--- config.mk ---
export PLATFORM = sky130hd
export DESIGN_NAME = regfile_sequencer
export DESIGN_NICKNAME = d
export VERILOG_FILES = /design/src/rtl/regfile_seq_pkg.sv /design/src/rtl/regfile_sequencer.sv
export SDC_FILE = /design/constraint.sdc
export NUM_CORES = 1
export LEC_CHECK = 0
export ABC_AREA = 1
export BUFFER_PORTS_ARGS = -buffer_cell sky130_fd_sc_hd__buf_2
export CELL_PAD_IN_SITES_DETAIL_PLACEMENT = 0
export CELL_PAD_IN_SITES_GLOBAL_PLACEMENT = 1
export CORE_MARGIN = 5
export CORE_UTILIZATION = 40
export CTS_CLUSTER_DIAMETER = 100
export DETAILED_ROUTE_END_ITERATION = 10
export GPL_TIMING_DRIVEN = 0
export HOLD_SLACK_MARGIN = 0.06
export PLACE_DENSITY = 0.85
export SYNTH_ARGS = -nofsm -noshare
export SYNTH_HDL_FRONTEND = slang
export SYNTH_SLANG_ARGS = --single-unit
--- constraint.sdc ---
create_clock -name clk -period 2.6 [get_ports clk]
set_input_delay 0.78 -clock clk [delete_from_list [all_inputs] [get_ports clk]]
set_output_delay 0.78 -clock clk [all_outputs]
set_load 0.01 [all_outputs]
--- src/rtl/regfile_seq_pkg.sv ---
// Shared types for the register-file sequencer: opcode and FSM state encodings.
// Latency: n/a (types and constants only).
// Backpressure: n/a.
package regfile_seq_pkg;

    localparam int DATA_W_DEF = 4;
    localparam int ADDR_W_DEF = 2;

    typedef enum logic [1:0] {
        OP_LOAD = 2'b00,
        OP_MOVE = 2'b01,
        OP_ADD  = 2'b10,
        OP_READ = 2'b11
    } op_e;

    typedef enum logic [2:0] {
        S_IDLE  = 3'd0,
        S_RD_A  = 3'd1,
        S_RD_B  = 3'd2,
        S_WRITE = 3'd3,
        S_RESP  = 3'd4
    } state_e;

endpackage

--- src/rtl/regfile_sequencer.sv ---
// Command-driven master for a small register file: LOAD/MOVE/ADD/READ, one response per command.
// Latency accept->res_valid: LOAD 2, READ 2, MOVE 3, ADD 4 cycles.
// Backpressure: cmd_ready only in IDLE; res_ready low parks the FSM in RESP with outputs held.
module regfile_sequencer
    import regfile_seq_pkg::*;
#(
    parameter int DATA_W = DATA_W_DEF,
    parameter int ADDR_W = ADDR_W_DEF
) (
    input  logic              clk,
    input  logic              rst,
    input  logic              cmd_valid,
    output logic              cmd_ready,
    input  logic [1:0]        cmd_op,
    input  logic [ADDR_W-1:0] cmd_dst,
    input  logic [ADDR_W-1:0] cmd_src_a,
    input  logic [ADDR_W-1:0] cmd_src_b,
    input  logic [DATA_W-1:0] cmd_imm,
    output logic [ADDR_W-1:0] rf_r_address,
    input  logic [DATA_W-1:0] rf_q,
    output logic [ADDR_W-1:0] rf_w_address,
    output logic [DATA_W-1:0] rf_data,
    output logic              rf_we,
    output logic              res_valid,
    input  logic              res_ready,
    output logic [DATA_W-1:0] res_data,
    output logic              res_carry
);

    state_e            state;
    state_e            state_nxt;

    // Latched command fields, valid from the accept edge until the next accept.
    op_e               op_q;
    logic [ADDR_W-1:0] dst_q;
    logic [ADDR_W-1:0] src_a_q;
    logic [ADDR_W-1:0] src_b_q;
    logic [DATA_W-1:0] imm_q;

    // Operands captured from the register file during RD_A / RD_B.
    logic [DATA_W-1:0] a_reg;
    logic [DATA_W-1:0] b_reg;

    // Response payload, registered so it stays stable while RESP is stalled.
    logic [DATA_W-1:0] res_data_q;
    logic              res_carry_q;

    logic [DATA_W:0]   sum;
    logic [DATA_W-1:0] wr_data;
    logic              accept;

    assign accept = (state == S_IDLE) && cmd_valid;
    assign sum    = {1'b0, a_reg} + {1'b0, b_reg};

    // Select the value to be written for the latched opcode.
    always_comb begin
        wr_data = a_reg;
        case (op_q)
            OP_LOAD: wr_data = imm_q;
            OP_MOVE: wr_data = a_reg;
            OP_ADD:  wr_data = sum[DATA_W-1:0];
            default: wr_data = a_reg;
        endcase
    end

    // State register; reset aborts any command in flight.
    always_ff @(posedge clk) begin
        if (rst) begin
            state <= S_IDLE;
        end else begin
            state <= state_nxt;
        end
    end

    // Next-state logic.
    always_comb begin
        state_nxt = state;
        case (state)
            S_IDLE: begin
                if (cmd_valid) begin
                    state_nxt = (op_e'(cmd_op) == OP_LOAD) ? S_WRITE : S_RD_A;
                end
            end
            S_RD_A: begin
                case (op_q)
                    OP_ADD:  state_nxt = S_RD_B;
                    OP_READ: state_nxt = S_RESP;
                    default: state_nxt = S_WRITE;
                endcase
            end
            S_RD_B:  state_nxt = S_WRITE;
            S_WRITE: state_nxt = S_RESP;
            S_RESP: begin
                if (res_ready) begin
                    state_nxt = S_IDLE;
                end
            end
            default: state_nxt = S_IDLE;
        endcase
    end

    // Output decode; unused addresses and write data are parked at zero.
    always_comb begin
        cmd_ready    = 1'b0;
        rf_r_address = '0;
        rf_w_address = '0;
        rf_data      = '0;
        rf_we        = 1'b0;
        res_valid    = 1'b0;
        case (state)
            S_IDLE: cmd_ready = 1'b1;
            S_RD_A: rf_r_address = src_a_q;
            S_RD_B: rf_r_address = src_b_q;
            S_WRITE: begin
                rf_we        = 1'b1;
                rf_w_address = dst_q;
                rf_data      = wr_data;
            end
            S_RESP: res_valid = 1'b1;
            default: cmd_ready = 1'b0;
        endcase
    end

    assign res_data  = res_data_q;
    assign res_carry = res_carry_q;

    // Command latch, operand capture and response payload.
    always_ff @(posedge clk) begin
        if (rst) begin
            op_q        <= OP_LOAD;
            dst_q       <= '0;
            src_a_q     <= '0;
            src_b_q     <= '0;
            imm_q       <= '0;
            a_reg       <= '0;
            b_reg       <= '0;
            res_data_q  <= '0;
            res_carry_q <= 1'b0;
        end else begin
            if (accept) begin
                op_q    <= op_e'(cmd_op);
                dst_q   <= cmd_dst;
                src_a_q <= cmd_src_a;
                src_b_q <= cmd_src_b;
                imm_q   <= cmd_imm;
            end
            if (state == S_RD_A) begin
                a_reg <= rf_q;
                // READ skips WRITE, so its response is the value seen here.
                if (op_q == OP_READ) begin
                    res_data_q  <= rf_q;
                    res_carry_q <= 1'b0;
                end
            end
            if (state == S_RD_B) begin
                b_reg <= rf_q;
            end
            if (state == S_WRITE) begin
                res_data_q  <= wr_data;
                res_carry_q <= (op_q == OP_ADD) ? sum[DATA_W] : 1'b0;
            end
        end
    end

endmodule

* Yosys cells after proc, flatten, opt, wreduce, memory -nomap -nowiden
Index checks and enable logic that the tools add are counted.
** Storage, ports and cells
- Flip-flop bits (word level) :: 28
- Input port bits :: 20
- Output and inout bits :: 16
- Word-level logic and storage cells :: 46
** Operators by class
- Add/sub/neg operators :: 1
- Equal/unequal tests :: 8
- Multiplexer cells :: 19
- Reductions and logical operators :: 8
** Operator list (count)
- 2-to-1 mux 4 bit :: 4
- one-hot mux 3 bit (5 select lines) :: 1
- one-hot mux 4 bit (2 select lines) :: 1
- 2-to-1 mux 1 bit :: 7
- == test 3 x 2 -> 1 bit, second input constant :: 2
- 2-to-1 mux 3 bit :: 2
- one-hot mux 3 bit (2 select lines) :: 1
- adder 4 x 4 -> 5 bit :: 1
- == test 2 bit, second input constant :: 2
- logical NOT 2 bit :: 2
- 2-to-1 mux 2 bit :: 2
- != test 2 bit, second input constant :: 2
- one-hot mux 2 bit (2 select lines) :: 1
- AND reduction 2 bit :: 2
- nonzero test 2 bit :: 2
- == test 3 x 1 -> 1 bit, second input constant :: 1
- == test 3 bit, second input constant :: 1
- logical NOT 3 bit :: 1
- logical AND 1 bit :: 1

* Longest topological paths before layout
Gate-level depths: netlist of the first run.
- Depth after elaboration :: 4
- Gate-level depth with buffers :: 9
- Mapped depth without buffers :: 9

* Worst setup path before layout of the first run
No wires, ideal clock.
- Path type :: register -> output
- From :: reg a_reg[0]
- To :: out rf_data[1]
- Arrival :: 1.276 ns
- Data required time :: 1.820 ns
- Path slack :: 0.544 ns
- Cell stages (with the launch flop) :: 7
- Buffers on the path :: 0
- Cells stage by stage :: dfxtp_1 -> ha_1 -> inv_1 -> fa_1 -> o221ai_1 -> nand2_1 -> inv_1
** On the way
- Word-level cells in the longest chain between the ends :: 3
** Ends and longest elaborated chain
- start, declared :: RTL line regfile_sequencer.sv:41 : logic [DATA_W-1:0] a_reg;
- start signal, assigned :: RTL line regfile_sequencer.sv:148 : a_reg <= rf_q;
- adder 4 x 4 -> 5 bit :: RTL line regfile_sequencer.sv:53 : assign sum = {1'b0, a_reg} + {1'b0, b_reg};
- one-hot mux 4 bit (2 select lines) :: RTL line regfile_sequencer.sv:58 : case (op_q)
- 2-to-1 mux 4 bit :: RTL line regfile_sequencer.sv:110 : case (state)
- end, declared :: RTL line regfile_sequencer.sv:22 : output logic [DATA_W-1:0] rf_data,
No other way between the ends.

* Final worst setup path of the first run
- From :: reg b_reg[0]
- To :: out rf_data[1]
** On the way
- Word-level cells in the longest chain between the ends :: 3
** Ends and longest elaborated chain
- start, declared :: RTL line regfile_sequencer.sv:42 : logic [DATA_W-1:0] b_reg;
- start signal, assigned :: RTL line regfile_sequencer.sv:156 : b_reg <= rf_q;
- adder 4 x 4 -> 5 bit :: RTL line regfile_sequencer.sv:53
- one-hot mux 4 bit (2 select lines) :: RTL line regfile_sequencer.sv:58
- 2-to-1 mux 4 bit :: RTL line regfile_sequencer.sv:110
No other way between the ends.

==> results of run 1 <==
==> layout make-up <==
type / instances / area (sq um) / share of cell area
multi-input cells: 119 / 743 / 0.421
flip-flops and latches: 28 / 564 / 0.320
repair buffers: 36 / 191 / 0.109
inverters: 31 / 119 / 0.0674
well taps: 46 / 57.6 / 0.0326
plain buffers: 4 / 36.3 / 0.0206
clock inverters: 1 / 30.0 / 0.0170
clock buffers: 3 / 22.5 / 0.0128
==> power breakdown <==
group	leakage, uW	switching [uW]	internal, uW	total (uW)
Sequential	0.000231	40.4	487	527
Combinational	0.000552	220	136	357
Clock	0.0000279	136	156	292
==> routing by layer <==
| layer | share of wire | vias up | wire length [um] |
|---|---|---|---|
| li1 | - | 686 | - |
| met1 | 0.48 | 563 | 1630 |
| met2 | 0.48 | 17 | 1620 |
| met3 | 0.029 | 4 | 100 |
| met4 | 0.011 | 0 | 39 |
| met5 | 0 | - | 0 |
==> per-stage QoR <==
step	setup WS [ns]	power, uW
after floorplan	0.544	774
after global placement	0.356	869
after detailed placement	0.353	871
after CTS	0.00786	1160
after global routing	-0.0636	1260
final	0.0541	1180
==> worst reg2reg max path, delay by kind of cell (launching register included) <==
| family | cells | cell delay, ns |
|---|---|---|
| AND/OR/NAND/NOR | 1 | 0.08 |
| AO/OA/AOI/OAI | 2 | 0.28 |
| adder cells (fa/ha/maj) | 2 | 0.60 |
| buffers and inverters | 2 | 0.18 |
| flip-flops | 1 | 0.37 |
==> kinds of logic after synthesis <==
logic type                 synth area share
AOI/OAI and AO/OA                     0.250
and+or+nand+nor                       0.196
buffers and inverters                 0.109
DFF                                   0.395
adders and majority gates            0.0494
==> synthesized netlist by cell type, drive strengths merged <==
library cell,instances,area share
nor4,1,0.0044
a21oi,29,0.12
fa,1,0.014
nand3,8,0.028
o211ai,2,0.011
clkinv,1,0.0026
nor2,15,0.058
dfxtp,28,0.40
nor3,5,0.018
ha,4,0.035
buf,4,0.026
nand2,27,0.087
a22oi,2,0.011
o221ai,1,0.0062
inv,30,0.081
o22ai,2,0.0088
o21ai,22,0.096
==> repair_timing <==
action,CTS,global route
buffers inserted,2,0
hold buffers,0,0
endpoints found under the setup margin,2,3
resized for setup,5,9
pin swaps,4,5
==> worst min-delay path by stage <==
stage                                  startpoint                       to  slack [ns]  cells past startpoint
final                       dst_q[0]$_SDFFE_PP0P_    dst_q[0]$_SDFFE_PP0P_        0.46                      2
after global routing        dst_q[1]$_SDFFE_PP0P_    dst_q[1]$_SDFFE_PP0P_        0.49                      2
after CTS                 src_a_q[1]$_SDFFE_PP0P_  src_a_q[1]$_SDFFE_PP0P_        0.47                      2
after detailed placement  src_a_q[1]$_SDFFE_PP0P_  src_a_q[1]$_SDFFE_PP0P_        0.45                      2
after global placement    src_a_q[0]$_SDFFE_PP0P_  src_a_q[0]$_SDFFE_PP0P_        0.44                      2
after floorplan           src_b_q[0]$_SDFFE_PP0P_  src_b_q[0]$_SDFFE_PP0P_        0.43                      2
==> metrics.cfg, run 1 <==
[sta]
maxSlewViolCount=0
hold_viol=0
timing.fmax_ghz=0.393
max_slew_margin=0.787
fin_tns_setup_ns=0
tightest_slew_ns=0.319
rsz0062_at_grt=yes
post-route-period-util=0.979
holdWs_ns=0.464
setup_viol=0
fin_crit_ns=2.55
worst_clock_skew_ns=0.00128

[logic_synthesis]
synth_warnings=0
syn-cell-area_sq_mm=0.00142
ys_types=29
yosysSeqAreaShare=0.395
avgSynthCellArea_sq_um=7.80
syn_inst=182
synth_seq_cells=28
syn-num-nets=207

[critical_path]
critPathLaunch=b_reg[0]$_SDFFE_PP0N_
cp-end-kind=primary output
r2r_end=res_data[1]$_SDFFE_PP0P_
cp.required_ns=1.82
r2r_slack_ns=1.05
cpMostUsedCell=inv_2
worst-r2r-cell-count=7
endpoint=rf_data[1]
crit_cells=7
r2r-start=b_reg[0]$_SDFFE_PP0N_
cp.arrival_ns=1.77
critPathLaunchType=register
path_buf_inv=3
critPathMaxStageDelay_ns=0.54
crit_type=reg2out
path_cells=ha_4, inv_2, fa_2, o221ai_2, nand2_2, inv_2, buf_6
cp_slowest_cell=fa_2
crit_family=adder cells
cp_max_fo=2

[route]
num_vias=1270
drtIter0Drc=67
wl_mm=3.40
avgViaCountPerCell=4.74
wl_per_cell_um=12.7
antenna_left=0
drcViolationCount=0
first_pass_iters=4

[floorplan]
dieArea_sq_mm=0.00484
dieWidth_um=69.6
num_rows=21
start_util=0.419
ioPinCount=36
core_sq_mm=0.00339
die_y_um=69.6

[placed_design]
place_inst=262
gp_congestion=0.793
numPortBuffers=34
hpwl_mm=2.58
postPlaceCellArea_sq_mm=0.00165

[clocking]
htreeDepth=1
cts_buffer_depth=2
clock-sinks=28
cts.clk_slew.worst_paths_ns=0.15
cts_buffers=3
cts_tree=built
cts_root_buf=clkbuf_4
clock_latency_ns=0.34

[power_and_ir_drop]
p_leak_uw=0.000811
power.density_mw_per_mm2=667
ir_drop_v=0.000463

[global_route]
grtUsageMet3=0.0217
grtUsageMet2=0.244
globalRoute.busiestLayer=met2
grt_pass1_wl_mm=5.65
gr-total-overflow=0
grt_pass1_vias=1232
groute.layer.met1.usage=0.184
grt_usage=0.143
grt_max_degree=17
antenna_found_initial=0

[finish]
final_util=0.520
antenna_cells=0
nets=248
fill_cells=347
mostFrequentLayoutCells=buf_2 (35), dfxtp_1 (25), a21oi_1 (23), inv_1 (21), nand2_1 (21)
instances_no_fill=268
design_area_sq_mm=0.00176
syn_to_final_growth_pct=24.3
layout_commonest_cell=buf_2
final_layout_size_suffix_gt1_frac=0.374

[flow_run]
cap_viol_max_count=0

[min_path]
min_path_type=reg2reg

[outcome]
status=completed

(Power assumes the default switching activity.)
==> run 2: changes to the inputs <==
--- a/config.mk
+++ b/config.mk
@@ -13,7 +13,7 @@
 export CORE_UTILIZATION = 40
 export CTS_CLUSTER_DIAMETER = 100
 export DETAILED_ROUTE_END_ITERATION = 10
-export GPL_TIMING_DRIVEN = 0
+export GPL_TIMING_DRIVEN = 1
 export HOLD_SLACK_MARGIN = 0.06
 export PLACE_DENSITY = 0.85
 export SYNTH_ARGS = -nofsm -noshare
==> metrics.cfg, run 2 (synthesis gave the netlist of run 1 again) <==
[route]
num_vias=1263  ; -0.55%
highest_layer=met4
wl_per_cell_um=12.6  ; -0.71%
antenna_left=0  ; unchanged
met1_length_mm=1.62  ; -0.73%
met2_wirelength_mm=1.58  ; -2.6%
first_pass_iters=4  ; unchanged
route.met3.wl_um=98  ; -2.0%
wl_mm=3.33  ; -1.8%
drtIter0Drc=67  ; unchanged
drcViolationCount=0  ; unchanged
avgViaCountPerCell=4.77  ; +0.57%

[floorplan]
die_y_um=69.6  ; unchanged
dieArea_sq_mm=0.00484  ; unchanged
num_rows=21  ; unchanged
start_util=0.419  ; unchanged
ioPinCount=36  ; unchanged
dieWidth_um=69.6  ; unchanged
core_sq_mm=0.00339  ; unchanged

[sta]
timing.fmax_ghz=0.396  ; +0.94%
worst_clock_skew_ns=0.00467  ; +0.00338 ns
hold_viol=0  ; unchanged
fin_crit_ns=2.52  ; -0.0236 ns
holdWs_ns=0.461  ; -0.00296 ns
tightest_slew_ns=0.333  ; +0.0142 ns
max_slew_margin=0.777  ; -0.00928
maxSlewViolCount=0  ; unchanged
rsz0062_at_grt=yes
setup_viol=0  ; unchanged
post-route-period-util=0.970  ; -0.00910

[finish]
nets=245  ; -1.2%
layout_commonest_cell=buf_2
mostFrequentLayoutCells=buf_2 (34), dfxtp_1 (26), a21oi_1 (23), inv_1 (21), nand2_1 (21)
syn_to_final_growth_pct=20.9
final_layout_size_suffix_gt1_frac=0.361  ; -0.0131
antenna_cells=0  ; unchanged

[clocking]
cts_buffers=3  ; unchanged
htreeDepth=1  ; unchanged
holdBufCountCts=0  ; unchanged
clock-sinks=28  ; unchanged
cts.clk_slew.worst_paths_ns=0.15  ; about the same
cts_tree=built
clock_latency_ns=0.33  ; about the same
cts_root_buf=clkbuf_4
cts_buffer_depth=2  ; unchanged

[global_route]
antenna_found_initial=0  ; unchanged
grt_pass1_vias=1225  ; -0.57%
gr-total-overflow=0  ; unchanged
grt_usage=0.139  ; -0.00404
grt_max_degree=21  ; +4
grt_pass1_wl_mm=5.55  ; -1.7%

[critical_path]
crit_type=reg2out
cp-end-kind=primary output
crit_family=adder cells
critPathLaunchType=register
cp.required_ns=1.82  ; about the same
path_cells=ha_4, inv_2, fa_2, o221ai_2, nand2_2, inv_2, buf_6
critPathMaxStageDelay_ns=0.43  ; -0.11 ns
cp_slowest_cell=fa_2
cpMostUsedCell=inv_2
path_buf_inv=3  ; unchanged
cp_max_fo=2  ; unchanged
r2r_slack_ns=0.93  ; -0.12 ns
cp.arrival_ns=1.74  ; -0.03 ns

[power_and_ir_drop]
finalPower_uw=1080  ; -8.5%
p_leak_uw=0.000785  ; -3.2%
power.density_mw_per_mm2=627  ; -5.9%
ir_drop_v=0.000320  ; -31%

[placed_design]
gp_congestion=0.855  ; +7.9%
numPortBuffers=35  ; +2.9%
hpwl_mm=2.50  ; -2.9%

[outcome]
status=completed

[min_path]
min_path_type=reg2reg

[flow_run]
cap_viol_max_count=0  ; unchanged

## run 2: cell count changes in the layout (fill, tap and decap cells not counted)
cell / delta
bufinv_16: -1
clkbuf_8: +1
buf_2: -1
buf_8: -1
dfxtp_1: +1
buf_6: -1
dfxtp_2: -1
## run 2: path summary, 6_finish.rpt
kind	from	endpoint	cells after the start
setup / recovery	a_reg[0]$_SDFFE_PP0P_	rf_data[1]	7
hold / removal	dst_q[0]$_SDFFE_PP0P_	dst_q[0]$_SDFFE_PP0P_	2
setup reg to reg	a_reg[0]$_SDFFE_PP0P_	res_data[1]$_SDFFE_PP0P_	8
hold reg to reg	dst_q[0]$_SDFFE_PP0P_	dst_q[0]$_SDFFE_PP0P_	2
## run 2: where the power goes
| group | internal, uW | leakage, uW | switching, uW |
|---|---|---|---|
| Combinational | 122 | 0.000534 | 214 |
| Sequential | 486 | 0.000230 | 40.8 |
| Clock | 85.7 | 0.0000210 | 128 |
## run 2: per-stage QoR
stage / setup WS [ns] / utilization / TNS (ns) / cells / area [sq um]
final: 0.0777 / 0.506 / 0 / 265 / 1720
after global routing: -0.0307 / 0.506 / -0.0438 / 265 / 1720
after CTS: 0.00181 / 0.494 / 0 / 264 / 1670
after detailed placement: 0.360 / 0.477 / 0 / 259 / 1620
after global placement: 0.418 / 0.477 / 0 / 259 / 1620
after floorplan: 0.544 / - / 0 / 182 / 1420
## run 2: area by class of cell
cell class / instances / area, sq um
clock buffers: 4 / 36.3
fillers: 352 / 1670
inverters: 31 / 119
multi-input cells: 119 / 743
flip-flops and latches: 28 / 563
well taps: 46 / 57.6
repair buffers: 37 / 196
## run 2: worst min-delay path, delay by kind of cell (launching register included)
family                 cells  cell delay (ns)
DFF                        1             0.33
buffers and inverters      1             0.06
AOI/OAI and AO/OA          1             0.05
## run 2: timing repair
action,4_1_cts,5_1_grt
pin swaps,3,5
resized for setup,4,9
gates cloned,0,0
endpoints found under the setup margin,2,3
buffers inserted,1,1
## run 2: per-layer routing
layer / vias to the layer above / track usage
met5: - / 0
met4: 0 / 0.0521
li1: 675 / -
met3: 4 / 0.0203
met2: 21 / 0.222
met1: 563 / 0.188
==> run 3: changes to the inputs <==
--- a/config.mk
+++ b/config.mk
@@ -10,12 +10,13 @@
 export CELL_PAD_IN_SITES_DETAIL_PLACEMENT = 0
 export CELL_PAD_IN_SITES_GLOBAL_PLACEMENT = 1
 export CORE_MARGIN = 5
-export CORE_UTILIZATION = 40
+export CORE_UTILIZATION = 37
 export CTS_CLUSTER_DIAMETER = 100
 export DETAILED_ROUTE_END_ITERATION = 10
 export GPL_TIMING_DRIVEN = 1
 export HOLD_SLACK_MARGIN = 0.06
-export PLACE_DENSITY = 0.85
+export PLACE_DENSITY = 0.79
+export RECOVER_POWER = 25
 export SYNTH_ARGS = -nofsm -noshare
 export SYNTH_HDL_FRONTEND = slang
 export SYNTH_SLANG_ARGS = --single-unit
==> constraint.sdc (replaced) <==
create_clock -name clk -period 2.8 [get_ports clk]
set_input_delay 0.84 -clock clk [delete_from_list [all_inputs] [get_ports clk]]
set_output_delay 0.84 -clock clk [all_outputs]
set_load 0.01 [all_outputs]
==> metrics.cfg, run 3 (synthesis gave the netlist of run 1 again) <==
[clocking]
htreeDepth=1  ; unchanged
cts_root_buf=clkbuf_8
cts_setup_buffers=0  ; -1
holdBufCountCts=0  ; unchanged
clock_latency_ns=0.28  ; -0.05 ns
clock-sinks=28  ; unchanged
cts_tree=built
cts-resized-gates=0  ; -4
cts.clk_slew.worst_paths_ns=0.10  ; -0.05 ns
cts_buffers=3  ; unchanged
cts_buffer_depth=2  ; unchanged

[route]
antenna_left=0  ; unchanged
drtIter0Drc=37  ; -45%
wl_per_cell_um=12.5  ; -0.30%
avgViaCountPerCell=4.77  ; +0.16%
wl_mm=3.32  ; -0.30%
first_pass_iters=4  ; unchanged
num_vias=1265  ; +0.16%
drcViolationCount=0  ; unchanged

[finish]
regArea_sq_um=561  ; -0.44%
nets=243  ; -0.82%
mostFrequentLayoutCells=buf_2 (34), dfxtp_1 (28), inv_1 (25), nand2_1 (25), a21oi_1 (24)
syn_to_final_growth_pct=15.9
layout_commonest_cell=buf_2
instances_no_fill=265  ; unchanged
fill_cells=409  ; +16%
final_layout_size_suffix_gt1_frac=0.253  ; -0.107
antenna_cells=0  ; unchanged
multi_input_area_sq_um=659  ; -11%

[critical_path]
cp-end-kind=primary output
cpMostUsedCell=inv_1
cp.arrival_ns=1.74  ; about the same
path_buf_inv=3  ; unchanged
critPathMaxStageDelay_ns=0.41  ; -0.02 ns
crit_family=adder cells
cp_slowest_cell=fa_1
cp.required_ns=1.96  ; +0.14 ns
crit_type=reg2out
path_cells=ha_1, inv_1, fa_1, o221ai_1, nand2_1, inv_1, buf_2
cp_max_fo=2  ; unchanged
critPathLaunchType=register

[floorplan]
dieArea_sq_mm=0.00517  ; +6.9%
ioPinCount=36  ; unchanged
core_sq_mm=0.00369  ; +8.8%
die_y_um=71.9  ; +3.4%
num_rows=22  ; +4.8%
dieWidth_um=71.9  ; +3.4%
start_util=0.385  ; -0.0339

[placed_design]
place_inst=261  ; +0.77%
gp_congestion=0.856  ; +0.12%
numPortBuffers=35  ; unchanged
hpwl_mm=2.56  ; +2.6%

[power_and_ir_drop]
power.switching_uw=346  ; -9.5%
p_seq_frac=0.446  ; -0.044
p_int_uw=737  ; +6.2%
switching_share=0.320  ; -0.0359
p_clk_frac=0.298  ; +0.100
ir_drop_v=0.000316  ; -1.3%
power.density_mw_per_mm2=659  ; +5.0%
p_comb_frac=0.256  ; -0.056
p_leak_uw=0.000780  ; -0.58%

[sta]
worst_clock_skew_ns=0.00489  ; +0.000225 ns
tightest_slew_ns=0.713  ; +0.379 ns
fin_crit_ns=2.58
max_slew_margin=0.524  ; -0.254
maxSlewViolCount=0  ; unchanged
fin_tns_setup_ns=0  ; unchanged
post-route-period-util=0.920
hold_viol=0  ; unchanged
setup_viol=0  ; unchanged
timing.fmax_ghz=0.388
rsz0062_at_grt=no

[global_route]
grt_usage=0.139  ; about the same
grt_max_degree=21  ; unchanged
antenna_found_initial=0  ; unchanged
gr-total-overflow=0  ; unchanged
grt_pass1_vias=1230  ; +0.41%
grt_pass1_wl_mm=5.71  ; +2.9%

[min_path]
min_path_type=reg2reg

[outcome]
status=completed

[flow_run]
cap_viol_max_count=0  ; unchanged

[run 3: area by class of cell]
type / count / share of cell area
clock buffers: 3 / 0.0251
well taps: 48 / 0.0365
flip-flops and latches: 28 / 0.341
clock inverters: 1 / 0.0183
inverters: 31 / 0.0723
repair buffers: 35 / 0.106
multi-input cells: 119 / 0.401
[run 3: worst reg2reg max path, delay by kind of cell (launching register included)]
| kind | cells | cell delay, ns |
|---|---|---|
| buffers and inverters | 2 | 0.32 |
| DFF | 1 | 0.37 |
| and+or+nand+nor | 2 | 0.58 |
| AOI/OAI and AO/OA | 2 | 0.40 |
[run 3: path summary, 6_finish.rpt]
kind                                  end  cells past startpoint  slack, ns                   from
setup / recovery               rf_data[1]                      7       0.22  a_reg[0]$_SDFFE_PP0P_
setup reg to reg  src_a_q[1]$_SDFFE_PP0P_                      6       1.02  state[1]$_SDFFE_PP0P_
hold / removal      dst_q[1]$_SDFFE_PP0P_                      2       0.46  dst_q[1]$_SDFFE_PP0P_
hold reg to reg     dst_q[1]$_SDFFE_PP0P_                      2       0.46  dst_q[1]$_SDFFE_PP0P_
[run 3: routing by layer]
metal	wire length (um)	global-route usage
met1	1650	0.185
met5	0	0
met3	158	0.0305
met2	1470	0.221
met4	46	0.0501
[run 3: power groups by stage]
stage / Combinational, uW / Clock, uW / Sequential [uW]
6_report: 277 / 323 / 483
5_1_grt: 321 / 342 / 490
4_1_cts: 301 / 328 / 484
3_5_place_dp: 299 / 0 / 494
3_3_place_gp: 300 / 0 / 492
2_1_floorplan: 230 / 0 / 489
[run 3: per-stage QoR]
step | utilization | setup WS [ns] | area [sq um] | power (uW) | hold WS, ns
2_1_floorplan | - | 0.684 | 1420 | 719 | 0.428
3_3_place_gp | 0.439 | 0.553 | 1620 | 792 | 0.439
3_5_place_dp | 0.439 | 0.522 | 1620 | 793 | 0.445
4_1_cts | 0.458 | 0.196 | 1690 | 1110 | 0.459
5_1_grt | 0.446 | 0.0328 | 1640 | 1150 | 0.492
6_report | 0.446 | 0.225 | 1640 | 1080 | 0.462
